--- config.mk ---
export PLATFORM = sky130hd
export DESIGN_NAME = led_chase_core
export DESIGN_NICKNAME = d
export VERILOG_FILES = /design/src/rtl/led_chase_core.sv
export SDC_FILE = /design/constraint.sdc
export NUM_CORES = 1
export LEC_CHECK = 0
export CAP_MARGIN = 25
export CORE_MARGIN = 3
export CORE_UTILIZATION = 54
export DETAILED_ROUTE_END_ITERATION = 12
export PLACE_DENSITY = 0.77
export SLEW_MARGIN = 20
export SYNTH_ARGS = -nofsm -noshare
export SYNTH_HDL_FRONTEND = slang
export SYNTH_SLANG_ARGS = --single-unit
--- constraint.sdc ---
create_clock -name clock -period 4.1 [get_ports clock]
set_input_delay 0.82 -clock clock [delete_from_list [all_inputs] [get_ports clock]]
set_output_delay 0.82 -clock clock [all_outputs]
set_load 0.05 [all_outputs]
--- src/rtl/led_chase_core.sv ---
// LED chase reaction game core: a lit LED walks the bar and the player raises the matching switch.
// Optional build macro LED_CHASE_BOUNCE_EN makes the walk reverse at the LSB and return to the MSB.
module led_chase_core #(
    parameter int unsigned N_LEDS     = 10,
    parameter int unsigned LVL_W      = 4,
    parameter int unsigned MAX_LEVEL  = 15,
    parameter int unsigned SCORE_W    = 8,
    parameter int unsigned BASE_TICKS = 20000,
    parameter int unsigned TICK_STEP  = 1000,
    parameter int unsigned MIN_TICKS  = 2000,
    parameter int unsigned LIVES      = 3
) (
    input  logic               clock,
    input  logic               reset,
    input  logic               start,
    input  logic [N_LEDS-1:0]  switch,
    output logic [N_LEDS-1:0]  led,
    output logic [SCORE_W-1:0] score,
    output logic [LVL_W-1:0]   level,
    output logic [2:0]         lives_left,
    output logic               game_over,
    output logic               busy
);

    typedef enum logic [2:0] {
        S_IDLE, S_ARM, S_RUN, S_HIT, S_MISS, S_WAIT_REL, S_OVER
    } state_t;

    localparam logic [31:0]        BASE_W     = 32'(BASE_TICKS);
    localparam logic [31:0]        STEP_W     = 32'(TICK_STEP);
    localparam logic [31:0]        MIN_W      = 32'(MIN_TICKS);
    localparam logic [31:0]        SCORE_MAX  = (32'd1 << SCORE_W) - 32'd1;
    localparam logic [LVL_W-1:0]   LVL_MAX    = LVL_W'(MAX_LEVEL);
    localparam logic [2:0]         LIVES_INIT = 3'(LIVES);
    localparam logic [N_LEDS-1:0]  LED_MSB    = {1'b1, {(N_LEDS-1){1'b0}}};

    state_t              r_state, w_state_next;
    logic                r_start_s1, r_start_s2, r_start_prev;
    logic [N_LEDS-1:0]   r_sw_s1, r_sw_q, r_sw_prev;
    logic [N_LEDS-1:0]   r_led;
    logic [31:0]         r_cnt;
    logic [SCORE_W-1:0]  r_score;
    logic [LVL_W-1:0]    r_level;
    logic [2:0]          r_lives;

    logic                w_start_evt, w_press, w_at_end, w_step;
    logic [N_LEDS-1:0]   w_led_shift;
    logic [31:0]         w_dec, w_raw, w_period, w_sum;
    logic [SCORE_W-1:0]  w_score_inc;

    // Start key idles high, so its synchroniser resets high to avoid a phantom press.
    always_ff @(posedge clock or negedge reset) begin
        if (!reset) begin
            r_start_s1   <= 1'b1;
            r_start_s2   <= 1'b1;
            r_start_prev <= 1'b1;
            r_sw_s1      <= '0;
            r_sw_q       <= '0;
            r_sw_prev    <= '0;
        end else begin
            r_start_s1   <= start;
            r_start_s2   <= r_start_s1;
            r_start_prev <= r_start_s2;
            r_sw_s1      <= switch;
            r_sw_q       <= r_sw_s1;
            r_sw_prev    <= r_sw_q;
        end
    end

    assign w_start_evt = r_start_prev && !r_start_s2;
    assign w_press     = (r_sw_q != '0) && (r_sw_prev == '0);

    // Saturating subtraction keeps high levels from wrapping to a huge period.
    assign w_dec    = 32'(r_level) * STEP_W;
    assign w_raw    = (w_dec >= BASE_W) ? 32'd0 : (BASE_W - w_dec);
    assign w_period = (w_raw < MIN_W) ? MIN_W : w_raw;

    assign w_sum       = 32'(r_score) + 32'(r_level) + 32'd1;
    assign w_score_inc = (w_sum > SCORE_MAX) ? SCORE_MAX[SCORE_W-1:0] : w_sum[SCORE_W-1:0];

    assign w_step = (r_state == S_RUN) && !w_press && (r_cnt == '0) && !w_at_end;

`ifdef LED_CHASE_BOUNCE_EN
    logic r_dir;  // 1 = travelling back toward the MSB

    always_ff @(posedge clock or negedge reset) begin
        if (!reset) begin
            r_dir <= 1'b0;
        end else if (r_state == S_ARM) begin
            r_dir <= 1'b0;
        end else if (w_step && !r_dir && r_led[0]) begin
            r_dir <= 1'b1;
        end
    end

    assign w_at_end    = r_dir && r_led[N_LEDS-1];
    assign w_led_shift = (r_dir || r_led[0]) ? (r_led << 1) : (r_led >> 1);
`else
    assign w_at_end    = r_led[0];
    assign w_led_shift = r_led >> 1;
`endif

    always_ff @(posedge clock or negedge reset) begin
        if (!reset) begin
            r_state <= S_IDLE;
        end else begin
            r_state <= w_state_next;
        end
    end

    // NOTE: default assigned first so no path through the case can infer a latch.
    always_comb begin
        w_state_next = r_state;
        unique case (r_state)
            S_IDLE:     if (w_start_evt) w_state_next = S_ARM;
            S_ARM:      w_state_next = S_RUN;
            S_RUN: begin
                if (w_press) begin
                    w_state_next = (r_sw_q == r_led) ? S_HIT : S_MISS;
                end else if ((r_cnt == '0) && w_at_end) begin
                    w_state_next = S_MISS;
                end
            end
            S_HIT:      w_state_next = S_WAIT_REL;
            S_MISS:     w_state_next = (r_lives <= 3'd1) ? S_OVER : S_WAIT_REL;
            S_WAIT_REL: if (r_sw_q == '0) w_state_next = S_ARM;
            S_OVER:     if (w_start_evt) w_state_next = S_ARM;
            default:    w_state_next = S_IDLE;
        endcase
    end

    always_ff @(posedge clock or negedge reset) begin
        if (!reset) begin
            r_led   <= '0;
            r_cnt   <= '0;
            r_score <= '0;
            r_level <= '0;
            r_lives <= LIVES_INIT;
        end else begin
            unique case (r_state)
                S_IDLE, S_OVER: begin
                    if (w_start_evt) begin
                        r_score <= '0;
                        r_level <= '0;
                        r_lives <= LIVES_INIT;
                    end
                end
                S_ARM: begin
                    r_led <= LED_MSB;
                    r_cnt <= w_period - 32'd1;
                end
                S_RUN: begin
                    if (w_step) begin
                        r_led <= w_led_shift;
                        r_cnt <= w_period - 32'd1;
                    end else if (!w_press && (r_cnt != '0)) begin
                        r_cnt <= r_cnt - 32'd1;
                    end
                end
                S_HIT: begin
                    r_score <= w_score_inc;
                    if (r_level < LVL_MAX) r_level <= r_level + LVL_W'(1);
                end
                S_MISS: begin
                    r_lives <= r_lives - 3'd1;
                    if (r_lives <= 3'd1) begin
                        r_led <= '1;
                    end else if (r_level != '0) begin
                        r_level <= r_level - LVL_W'(1);
                    end
                end
                default: ;
            endcase
        end
    end

    assign led        = r_led;
    assign score      = r_score;
    assign level      = r_level;
    assign lives_left = r_lives;
    assign game_over  = (r_state == S_OVER);
    assign busy       = (r_state != S_IDLE) && (r_state != S_OVER);

endmodule

After elaboration in Yosys (flattened, before gate mapping)
Index checks and enable logic that the tools add are counted.
Operators by class
  add/subtract/negate cells: 8
  multiply operators: 1
  divide/modulo/power cells: 0
  $lt $le $gt $ge: 5
  equal/unequal tests: 17
  shift-type cells: 0
  muxes and demuxes: 25
  bitwise logic cells: 0
  reduce and logical (&&, ||, !) cells: 31
Operators by type and width (number)
  32-bit 2-to-1 mux: 4
  32-bit case mux with 2 select lines: 1
  32-bit by 1-bit subtractor with 32-bit output (second input constant): 2
  32-bit zero test: 1
  32-bit by 11-bit < comparator with 1-bit output (second input constant): 1
  32-bit nonzero test: 1
  10-bit case mux with 3 select lines: 1
  10-bit zero test: 2
  10-bit 2-to-1 mux: 2
  3-bit 2-to-1 mux: 6
  3-bit case mux with 6 select lines: 1
  4-bit 2-to-1 mux: 4
  8-bit 2-to-1 mux: 2
  8-bit case mux with 2 select lines: 1
  15-bit by 14-bit subtractor with 16-bit output (first input constant): 1
  14-bit by 15-bit greater-or-equal comparator with 1-bit output (second input constant): 1
  2-bit inequality test (second input constant): 6
  4-bit case mux with 3 select lines: 1
  4-bit by 7-bit multiplier with 11-bit output (second input constant): 1
  9-bit by 1-bit adder with 10-bit output (second input constant): 1
  10-bit == test: 1
  10-bit by 8-bit greater-than comparator with 1-bit output (second input constant): 1
  10-bit nonzero test: 1
  8-bit by 4-bit adder with 9-bit output: 1
  23 further kinds: 43
Word-level totals
  register bits after elaboration: 93
  bits in latches: 0
  memory bits (writable): 0
  ROM bits: 0
  bits of input ports: 13
  output and inout port bits: 27
  word-level logic and storage cells: 99
  memories: 0

Depth between registers and ports, before layout
  word-level depth: 8
  gate-level depth with buffers: 15
  mapped depth without buffers: 15

Worst setup path after synthesis
No wires, ideal clock.
  path type: reg2reg
  start point: reg r_level[1], in the netlist level[1]
  end point: reg r_cnt[14]
  setup time: 0.076 ns
  arrival: 4.267 ns
  required time: 4.024 ns
  setup slack: -0.243 ns
  stages on the path, launching flop included: 14
  buffers on the path: 0
  period minus slack after synthesis: 4.343 ns
  cell sequence: dfrtp_1 -> fa_1 -> inv_1 -> fa_1 -> inv_1 -> ha_1 -> xnor2_1 -> nor3_1 -> a211oi_1 -> nand3b_1 -> xor2_1 -> a2111oi_2 -> ha_1 -> o21ai_1
On the way
  cells in the longest elaborated chain, start to end: 8
  elaborated cells on any way between the ends: 9
  those cells by class: add/sub: 2; mul: 1; order compare: 2; mux: 4
Ends and longest elaborated chain
  start: declaration: RTL line 43  | logic [LVL_W-1:0] r_level;
  start signal: assignment: RTL line 162  | if (r_level < LVL_MAX) r_level <= r_level + LVL_W'(1);
  start signal: assignment: RTL line 169  | r_level <= r_level - LVL_W'(1);
  4-bit by 7-bit multiplier with 11-bit output *: RTL line 74  | assign w_dec = 32'(r_level) * STEP_W;
  15-bit by 14-bit subtractor with 16-bit output / 14-bit by 15-bit greater-or-equal comparator with 1-bit output (equally long branches): RTL line 75  | assign w_raw = (w_dec >= BASE_W) ? 32'd0 : (BASE_W - w_dec);
  32-bit 2-to-1 mux *: RTL line 75
  32-bit by 11-bit < comparator with 1-bit output: RTL line 76  | assign w_period = (w_raw < MIN_W) ? MIN_W : w_raw;
  32-bit 2-to-1 mux *: RTL line 76
  32-bit by 1-bit subtractor with 32-bit output *: RTL line 150, 155
  32-bit 2-to-1 mux: RTL line 153  | if (w_step) begin
  32-bit case mux with 2 select lines *: RTL line 140  | unique case (r_state)
  end signal: assignment: RTL line 150  | r_cnt <= w_period - 32'd1;
  end signal: assignment: RTL line 155  | r_cnt <= w_period - 32'd1;
  end signal: assignment: RTL line 157  | r_cnt <= r_cnt - 32'd1;
  end: declaration: RTL line 41  | logic [31:0] r_cnt;
Every way passes the cells marked *; elsewhere a longest branch is shown, timed or not.
A chain may end at the register's enable or synchronous reset.

Worst setup path in the final report
Ends and elaborated chain as after synthesis.

==> summary.txt <==
Logic synthesis
  • Cell accounting for the most synthesized area: sky130_fd_sc_hd__dfrtp_1
  • Cell types occupying the most area after synthesis: sky130_fd_sc_hd__dfrtp_1 40%, sky130_fd_sc_hd__ha_1 6.6%, sky130_fd_sc_hd__o21ai_0 4.9%, sky130_fd_sc_hd__xnor2_1 3.8%, sky130_fd_sc_hd__nand2_1 3.5%
  • Sequential area share after synthesis: between 40 and 50%
  • Commonest cells in the netlist: 88 x sky130_fd_sc_hd__dfrtp_1, 54 x sky130_fd_sc_hd__o21ai_0, 52 x sky130_fd_sc_hd__nand2_1
  • Syn nets: 638
  • Dominant register cell in the synthesized netlist: sky130_fd_sc_hd__dfrtp_1
  • Syn Area/Cell: 9.38 um2
  • Cell area after technology mapping: 0.00551 mm2
  • Synth async-reset ratio: 100%
  • Portion of synthesized cell area occupied by the leading cell type: 40.0%
  • Number of cells produced by synthesis: 587
  • Most frequent cell after synthesis: sky130_fd_sc_hd__dfrtp_1
  • Register bit count reported by yosys: 93
  • Synth cell types: 66
  • Number of synthesized flops with an enable pin: 0
  • Synth Warn #: 0

STA
  • Final critical path time including I/O delays and setup: 3980 ps
  • Achievable frequency: 251 MHz
  • Final setup margin: 115 ps
  • Slew of the pin with the lowest slew margin: around 860 ps
  • Final-report setup violation count: 0
  • Final Hold Vio Count: 0
  • Accumulated negative setup slack: 0 ps
  • Final worst hold slack: just over 300 ps
  • Share of the clock period used by the worst path after layout: 97.2%
  • Normalized max-slew margin: approximately 43%
  • Count of pins over their slew limit: 0
  • Post-Route Skew: 16.4 ps

GRT
  • Overall routing resource usage: ~23%
  • Via count of the first global-routing pass: 4421
  • Initial antenna violation count: 0
  • Maximum number of pins on one net before global-route repair: 79
  • Overflow left after global routing: 0
  • First-pass GRT wire length: 21100 um

Place
  • DPL Wire Length: 8800 um
  • Count of port buffers added during placement: 39
  • Routability-driven placement congestion ratio: around 0.85
  • Setup slack at placement: -59.5 ps
  • Placed Instance Area: 0.00613 mm2
  • Cell total after placement: 758

Power and ir drop
  • Power per standard cell area: 917 mW/mm2
  • Leakage Power: 2.83 nW
  • Max IR drop VDD: 0.581 mV
  • Overall power of the completed layout: 5.98 mW

Drt
  • Detail Route Antenna Nets: 0
  • Initial detailed-routing violation count: 263
  • Count of TritonRoute iterations in the first routing pass: 5
  • Via Count: about 4600
  • Routed length per instance: 16.4 um
  • Residual DRC: 0
  • Vias per inst: 5.87
  • Final routed wirelength across all metal layers: 12800 um

Floorplan
  • DIE AREA: 0.0114 mm2
  • Standard-cell rows: 36
  • Core Region: 0.00986 mm2
  • Initial core utilization: 55.8%
  • X dimension of the die: 107 um
  • Height of the chip: around 110 um
  • I/O pins: 40

Clock network
  • TritonCTS sink count: 93
  • Number of buffers on the longest clock path: 2
  • Master cell of the clock root buffer: sky130_fd_sc_hd__clkbuf_8
  • Cts-stage hold buffer count: 0
  • Clock insertion delay at the later pin of the skew report: 370 ps
  • Post-CTS clock slew at the launch and capture registers of the worst setup and hold paths: 110 ps
  • TritonCTS clock tree: built
  • TritonCTS buffer count: 9
  • Maximum level of the CTS H-tree: 3

Setup path
  • Required time of the worst setup path: 4400 ps
  • CP arrival: 4280 ps
  • Startpoint-to-endpoint class of the critical path: reg -> reg
  • Category of the worst setup path capture point: flop
  • CP max FO: 6
  • Sort of element at the start of the critical path: flop

Min path
  • Min-delay worst type: in -> async

Job
  • Maximum capacitance violations: 0

Layout
  • Layout cells sized above 1: 13.3%
  • Nets: 691
  • Fraction of the core area covered by cells at the end of the flow: between 60 and 70%
  • Fin area: 0.00652 mm2
  • Final non-filler cell total: about 780
  • Inserted Diodes: 0
  • Layout overhead on the synthesized area: 18.4%

Status
  • Result of the run: complete, no violations
-- state kept, by name, summed over array words and instances (netlist names), 3 cells and up --
| signal | count |
|---|---|
| r_cnt | 32 |
| led | 10 |
| r_sw_prev | 10 |
| r_sw_q | 10 |
| r_sw_s1 | 10 |
| score | 8 |
| level | 4 |
| lives_left | 3 |
| r_state | 3 |
-- cell families (layout without fill, tap and decap cells) --
logic type,count (synthesis),count (layout),share of synthesized area (%)
AOI/OAI and AO/OA,162,162,18.4
xor gates and xnor gates,41,41,6.52
adders and majority gates,38,38,9.86
buffers and inverters,46,104,3.32
DFF,93,93,42.4
muxes,2,2,0.364
and+or+nand+nor,205,205,19.2
-- critical path, stage by stage, from the launching register on --
cell and delay (ps):
sky130_fd_sc_hd__dfrtp_2 460, sky130_fd_sc_hd__buf_4 170, sky130_fd_sc_hd__ha_1 290, sky130_fd_sc_hd__ha_1 280, sky130_fd_sc_hd__ha_1 190, sky130_fd_sc_hd__inv_1 60
sky130_fd_sc_hd__fa_1 420, sky130_fd_sc_hd__nand2b_1 230, sky130_fd_sc_hd__a211oi_2 320, sky130_fd_sc_hd__a2111oi_2 110, sky130_fd_sc_hd__a311oi_2 330, sky130_fd_sc_hd__xor2_1 200
sky130_fd_sc_hd__a2111oi_4 380, sky130_fd_sc_hd__ha_2 340, sky130_fd_sc_hd__o21ai_1 120
-- layout make-up --
type | count | area (um2)
fillers | 772 | 3350
clock buffers | 9 | 124
multi-input cells | 448 | 3120
inverters | 25 | 93.8
well taps | 133 | 166
clock inverters | 7 | 91.3
flip-flops and latches | 93 | 2340
repair buffers | 63 | 588
-- final timing paths --
kind | startpoint | end | slack (ps) | cells after the start
worst max-delay path | level[1] | r_cnt[14] | 120 | 14
max in group asynchronous | reset | r_start_s2 | 3170 | 2
worst max register to register | level[1] | r_cnt[14] | 120 | 14
min in group clock | r_sw_s1[3] | r_sw_q[3] | 360 | 0
worst min register to register | r_sw_s1[3] | r_sw_q[3] | 360 | 0
worst min-delay path | reset | r_cnt[30] | 310 | 1
-- placed cells by master (no fill, tap or decap), types with 9 or more instances in the layout --
cell type,count
sky130_fd_sc_hd__xor2_1,15
sky130_fd_sc_hd__buf_4,24
sky130_fd_sc_hd__o21ai_1,11
sky130_fd_sc_hd__o21ai_0,52
sky130_fd_sc_hd__nand3_1,18
sky130_fd_sc_hd__nor2_1,39
sky130_fd_sc_hd__clkdlybuf4s50_1,38
sky130_fd_sc_hd__nor4_1,9
sky130_fd_sc_hd__dfrtp_1,85
sky130_fd_sc_hd__inv_1,24
sky130_fd_sc_hd__xnor2_1,21
sky130_fd_sc_hd__a21oi_1,32
sky130_fd_sc_hd__clkbuf_8,9
sky130_fd_sc_hd__fa_1,9
sky130_fd_sc_hd__nor3_1,22
sky130_fd_sc_hd__o31ai_1,9
sky130_fd_sc_hd__ha_1,27
sky130_fd_sc_hd__nand2b_1,16
sky130_fd_sc_hd__nand2_1,52
-- routing by layer --
layer  global-route usage, %  routed length [um]
met2                    38.3                6370
met4                    5.02                 138
met5                       0                   0
met3                    2.53                 494
met1                    31.7                5750
-- power breakdown --
group / total (mW) / leakage (nW) / internal [mW] / switching (mW)
combinational: 3.94 / 1.58 / 1.59 / 2.35
clock: 0.634 / 0.105 / 0.246 / 0.388
sequential: 1.40 / 1.15 / 1.14 / 0.265
-- timing repair --
action | in CTS | in global routing
resized for setup | 4 | 20
pin swaps | 2 | 5
endpoints found under the setup margin | 3 | 9
buffers inserted | 2 | 1
Note: power is estimated with default switching activity, not from simulation.
